### config.mk
export PLATFORM = sky130hd
export DESIGN_NAME = operand_skewer
export DESIGN_NICKNAME = d
export VERILOG_FILES = /design/src/rtl/operand_skewer.sv
export SDC_FILE = /design/constraint.sdc
export NUM_CORES = 1
export LEC_CHECK = 0
export ABC_AREA = 1
export CAP_MARGIN = 20
export CORE_ASPECT_RATIO = 1.1
export CORE_MARGIN = 2
export CORE_UTILIZATION = 40
export CTS_CLUSTER_DIAMETER = 120
export DETAILED_ROUTE_END_ITERATION = 7
export SLEW_MARGIN = 20
export SYNTH_ARGS = -nofsm -noshare
export SYNTH_HDL_FRONTEND = slang
export SYNTH_SLANG_ARGS = --single-unit
### constraint.sdc
create_clock -name clk -period 3.05 [get_ports clk]
set_clock_uncertainty 0.15 [all_clocks]
set_input_delay 0.61 -clock clk [delete_from_list [all_inputs] [get_ports clk]]
set_output_delay 0.61 -clock clk [all_outputs]
set_load 0.01 [all_outputs]
### src/rtl/operand_skewer.sv
// rtl/operand_skewer.sv - buffers one N-step operand tile and replays it into N diagonally skewed lanes
//
// Ports:
//   clk        system clock, rising edge
//   reset      asynchronous active-low reset
//   in_valid   upstream word valid
//   in_ready   word accepted this cycle when in_valid is also high
//   in_data    one tile step, lane i at [i*DATA_W +: DATA_W]
//   out_data   skewed lane operands, lane i at [i*DATA_W +: DATA_W]
//   out_valid  per-lane valid to the edge MAC
//   busy       high while a tile is streaming
//   tile_done  one-cycle pulse when a tile has drained
module operand_skewer #(
  parameter int N      = 4,
  parameter int DATA_W = 8
) (
  input  logic                clk,
  input  logic                reset,
  input  logic                in_valid,
  output logic                in_ready,
  input  logic [N*DATA_W-1:0] in_data,
  output logic [N*DATA_W-1:0] out_data,
  output logic [N-1:0]        out_valid,
  output logic                busy,
  output logic                tile_done
);

  // Counters cover 0..2N-1; slot index only needs 0..N-1.
  localparam int CW = $clog2(2 * N);
  localparam int KW = (N > 1) ? $clog2(N) : 1;
  localparam logic [CW-1:0] LAST_K = CW'(N - 1);
  localparam logic [CW-1:0] LAST_T = CW'(2 * N - 1);

  typedef enum logic {S_LOAD, S_STREAM} state_e;

  state_e              state_q, state_d;
  logic [CW-1:0]       k_q, k_d;
  logic [CW-1:0]       t_q, t_d;
  logic [N*DATA_W-1:0] out_data_q, out_data_d;
  logic [N-1:0]        out_valid_q, out_valid_d;
  logic                busy_q, busy_d;
  logic                tile_done_q, tile_done_d;
  logic                accept;
  logic [CW-1:0]       idx;

  logic [N*DATA_W-1:0] buf_q [N];

  // State and registered outputs.
  always_ff @(posedge clk or negedge reset) begin
    if (!reset) begin
      state_q     <= S_LOAD;
      k_q         <= '0;
      t_q         <= '0;
      out_data_q  <= '0;
      out_valid_q <= '0;
      busy_q      <= 1'b0;
      tile_done_q <= 1'b0;
    end else begin
      state_q     <= state_d;
      k_q         <= k_d;
      t_q         <= t_d;
      out_data_q  <= out_data_d;
      out_valid_q <= out_valid_d;
      busy_q      <= busy_d;
      tile_done_q <= tile_done_d;
    end
  end

  // Tile buffer carries no reset; its contents are only read after a full load.
  always_ff @(posedge clk) begin
    if (accept) begin
      buf_q[k_q[KW-1:0]] <= in_data;
    end
  end

  // Next-state logic.
  always_comb begin
    state_d = state_q;
    case (state_q)
      S_LOAD:   if (accept && k_q == LAST_K) state_d = S_STREAM;
      S_STREAM: if (t_q == LAST_T)           state_d = S_LOAD;
      default:  state_d = S_LOAD;
    endcase
  end

  // Output and datapath logic.
  always_comb begin
    in_ready    = (state_q == S_LOAD);
    accept      = in_valid && in_ready;
    k_d         = k_q;
    t_d         = t_q;
    out_data_d  = '0;
    out_valid_d = '0;
    busy_d      = 1'b0;
    tile_done_d = 1'b0;
    idx         = '0;

    if (state_q == S_LOAD) begin
      t_d = '0;
      if (accept) begin
        k_d = (k_q == LAST_K) ? '0 : k_q + CW'(1);
      end
    end else if (t_q == LAST_T) begin
      // Drain edge: outputs return to zero and the tile is reported done.
      tile_done_d = 1'b1;
      t_d         = '0;
    end else begin
      busy_d = 1'b1;
      t_d    = t_q + CW'(1);
      // Lane i replays word t-i, so each lane lags its neighbour by one step.
      for (int i = 0; i < N; i++) begin
        idx = t_q - CW'(i);
        if (t_q >= CW'(i) && idx < CW'(N)) begin
          out_valid_d[i]                   = 1'b1;
          out_data_d[i*DATA_W +: DATA_W]   = buf_q[idx[KW-1:0]][i*DATA_W +: DATA_W];
        end
      end
    end
  end

  assign out_data  = out_data_q;
  assign out_valid = out_valid_q;
  assign busy      = busy_q;
  assign tile_done = tile_done_q;

endmodule

Word-level counts from Yosys, hierarchy flattened
Memories as Yosys holds them, arrays and structs flattened.
Cells that the tools add are included.
{"block": "word_totals", "reg_bits": 45, "ramBits": 128, "inputBits": 35, "output_inout_bits": 39, "wordCells": 54, "memories": 1}
{"block": "classes", "n_addsub": 5, "magnitude_cmp": 8, "n_eq_ne": 2, "mux": 23, "n_bitwise": 1, "n_reduce_logical": 7}
{"name": "buf_q", "words": 4, "word_bits": 32, "read_ports": 4, "rd_ports_with_merged_regs": 0, "write_ports": 1, "line_no": "46", "source": "logic [N*DATA_W-1:0] buf_q [N];"}
{"operator": "32-bit two-way mux", "n": 2}
{"operator": "8-bit two-way mux", "n": 4}
{"operator": "3-bit less-than comparator (second input constant)", "n": 4}
{"operator": "1-bit two-way mux", "n": 11}
{"operator": "3-bit two-way mux", "n": 3}
{"operator": "4-bit two-way mux", "n": 2}
{"operator": "3-bit by 1-bit adder with 3-bit output (second input constant)", "n": 2}
{"operator": "3-bit by 1-bit greater-or-equal comparator with 1-bit output (second input constant)", "n": 2}
{"operator": "3-bit by 2-bit greater-or-equal comparator with 1-bit output (second input constant)", "n": 2}
{"operator": "1-bit logical AND", "n": 6}
{"operator": "3-bit by 2-bit subtractor with 3-bit output (second input constant)", "n": 2}
{"operator": "3-bit by 2-bit equality test with 1-bit output (second input constant)", "n": 1}
{"operator": "3-bit equality test (second input constant)", "n": 1}
{"operator": "3-bit by 1-bit subtractor with 3-bit output (second input constant)", "n": 1}
{"operator": "1-bit case mux with 2 select lines", "n": 1}
{"operator": "2-bit AND reduction", "n": 1}
{"operator": "1-bit NOT", "n": 1}

Depth between registers and ports, before layout
{"block": "depth", "depth_word": 6, "mapped_depth": 11}

Worst setup path before layout
OpenSTA, ideal clock, no wires.
{"block": "synth_timing", "path_kind": "input to register", "from": "input port in_valid", "to": "memory buf_q[0][0] (netlist bit) (enable)", "setup_time_ns": 0.421, "arrival_ns": 2.100, "required_ns": 2.479, "slack_ns": 0.378, "stages": 2, "n_path_buf": 0, "cell_sequence": "nand2_1 > nor2_1"}
{"block": "synth_via", "elab_chain_len": 3}
{"element": "start, declared", "line_no": "19", "source": "input logic in_valid,"}
{"element": "1-bit logical AND", "line_no": "89", "source": "accept = in_valid && in_ready;"}
{"element": "1-bit two-way mux", "line_no": "71", "source": "if (accept) begin"}
{"element": "1-bit two-way mux (not written as such)", "line_no": "72", "source": "buf_q[k_q[KW-1:0]] <= in_data;"}
{"element": "end, declared", "line_no": "46"}
Every way passes these cells.

Worst setup path in the final report
{"block": "layout_timing", "from": "register state_q", "to": "output port in_ready"}
{"block": "layout_via", "elab_chain_len": 1}
{"element": "start, declared", "line_no": "36", "source": "state_e state_q, state_d;"}
{"element": "start signal, assigned", "line_no": "59", "source": "state_q <= state_d;"}
{"element": "1-bit NOT (no source line)"}
{"element": "end, declared", "line_no": "20", "source": "output logic in_ready,"}
Every way passes these cells.

==> metrics.txt <==
vias in the first global route 4,069; CTS tree done; Die Y 141 um; startpoint types register; post-route clock period utilization 0.736; Largest delay share family, worst path buffers and inverters; syn_nets 642; actual slew at the worst max-slew pin 0.691 ns; Worst R2R Start t_q[1]; DR iter-0 viols 189; Net Sw Frac 0.328; area of the die 0.0181 mm^2; Worst setup EP type output port; Final Max Slew Viols 0; unique cell type count in the Yosys netlist 20; total clock sinks 173; n_diodes 0; Setup CP Type reg2out; worst path arrival time 1.48 ns; pwr/cell area 899 mW/mm^2; residual overflow from global routing 0; sequential area share after synthesis 0.730; global-route wire length before repair 20.5 mm; Util after Layout 0.502; Crit path largest cell delay 0.54 ns; drt drc 0; Setup-failing EPs final 0; PortBufs 73; All-Layer GR Usage 0.153; Post-DRT Antenna Nets 0; nets@finish 724; RePlAce Congestion 0.724; max frequency 446 MHz; switching power 0.00249 W; layout cells sized above 1 0.0809; die span in x 128 um; Seq pwr share 0.407; slowest library cell on the worst path clkdlybuf4s50_1; Mapped Avg Cell Area 11.4 um^2; crit path from state_q; Area growth, synth to finish 24.1%; Initial Utilization 0.404; CP Max Fanout 4; largest net degree at the start of global routing 66; initial antenna violation count 0; flops & latches, synth 173; # IOs 74; max-cap check violation count 0; combinational share of power 0.305; vias per cell 4.53; clock power share 0.288; Post-CTS Resized 0; drt total wl 12.8 mm; setup TNS 0 ns; core area 0.0168 mm^2; CTS Root Cell clkbuf_16; RSZ-0062 raised after global routing no; Max-slew headroom 0.539; Hold Crit Class in2async; # hold bufs at CTS 0; Synth Warn # 0; CP Data Required Time 2.29 ns; setup slack after layout 0.806 ns; # fillers 1,430; via count 4,075; LEAKAGE 3.71 nW; final hold violations 0; CTS Buf Count 17; min Tclk post-route 2.24 ns; internal power 0.00510 W; Setup WS pre-CTS 0.777 ns; DRT Pass-1 Iters 4; Buf/Inv on CP 2; Post-CTS Setup Bufs 0; Max clock buf depth 2; Mapped Area 0.00681 mm^2; HPWL Detailed 7.88 mm; worst-skew pair later-pin latency 0.42 ns; result of the run complete, no violations; Peak VDD IR 0.000526 V; num rows 50; # H-tree levels 4; cells along the critical path inv_2 > clkdlybuf4s50_1; Reg clk slew, reported paths 0.06 ns; Post-Syn Instances 597; drt wl/cell 14.2 um
[worst reg2reg max path, cell delays in order, from the launching register on]
cell and delay (ns):
dfrtp_1 0.32, buf_4 0.22, clkinv_1 0.10, buf_4 0.22, ha_1 0.30, buf_4 0.22, inv_2 0.32, nand3_1 0.13
a21oi_1 0.18
[cell type report]
cell class	count	area (um^2)	share of cell area
clock buffers	17	425	0.0504
clock inverters	15	188	0.0222
inverters	108	405	0.0480
multi-input cells	295	1340	0.158
flip-flops and latches	173	4970	0.589
well taps	208	260	0.0308
repair buffers	84	858	0.102
[Yosys cell counts]
cell type  instances  area (um^2)
nand2_1          201          754
edfxtp_1         128         3840
inv_1            104          390
dfrtp_1           45         1130
nand3_1           42          210
a21oi_1           24          120
buf_2             11         55.1
ha_1              10          125
nor2_1             9         33.8
buf_4              6         45.0
o21ai_0            4         20.0
inv_2              3         11.3
clkbuf_1           2         7.51
nor2_4             2         22.5
buf_1              1         3.75
buf_6              1         11.3
clkinv_1           1         3.75
nand3_2            1         10.0
or2_1              1         6.26
or2_2              1         6.26
[sequential cells by signal (all words and copies together), names as in the netlist]
register and flops:
buf_q 128, out_data 32, out_valid 4, k_q 3, t_q 3, busy 1, state_q 1, tile_done 1
[per-layer routing]
metal  wire length, um  GRT usage
met1              5430      0.189
met2              6760      0.254
met3               507     0.0490
met4               114     0.0561
met5                 0          0
[power by group through the flow]
stage	logic, W	clock network, W	registers (W)
global route	0.00261	0.00236	0.00312
detailed placement	0.00234	0	0.00314
global placement	0.00229	0	0.00313
CTS	0.00236	0.00224	0.00309
floorplan	0.00139	0	0.00320
finish	0.00232	0.00219	0.00309
[cells by family after synthesis]
family | synth area share
buffers and inverters | 0.0776
AND/OR/NAND/NOR | 0.153
adder cells (fa/ha/maj) | 0.0184
flip-flops | 0.730
AO/OA/AOI/OAI | 0.0206
[worst paths after layout]
| path | endpoint | slack [ns] | depth (start not counted) |
|---|---|---|---|
| setup / recovery | in_ready | 0.81 | 2 |
| hold / removal | out_data[15] | 0.03 | 1 |
| setup reg to reg | out_data[25] | 0.81 | 8 |
| hold reg to reg | k_q[2] | 0.36 | 2 |
| max in group asynchronous | t_q[0] | 2.09 | 2 |
| min in group clk | k_q[2] | 0.36 | 2 |
[layout by cell type, fill, tap and decap left out]
cell,instances
dfrtp_2,1
clkbuf_16,17
o21ai_0,4
bufinv_16,3
clkinv_4,2
inv_8,1
ha_1,10
clkinv_1,1
dfrtp_1,44
or2_1,1
buf_12,4
clkinvlp_4,5
edfxtp_1,128
nand3_1,42
inv_2,3
inv_1,104
buf_4,7
nand2_1,201
clkdlybuf4s50_1,72
buf_2,1
nor2_4,6
inv_6,3
nor2_1,5
nand3_2,1
clkinv_2,1
a21oi_1,24
or2_2,1
[per-stage QoR]
step | std cells | hold slack [ns] | instance area [um^2] | power [W]
4_1_cts | 900 | 0.0310 | 8450 | 0.00770
3_3_place_gp | 868 | 0.326 | 7830 | 0.00543
5_1_grt | 900 | 0.0503 | 8450 | 0.00809
3_5_place_dp | 868 | 0.340 | 7830 | 0.00548
2_1_floorplan | 597 | 0.164 | 6810 | 0.00458
6_report | 900 | 0.0301 | 8450 | 0.00760
No activity file was read; power rests on OpenSTA's default activity.
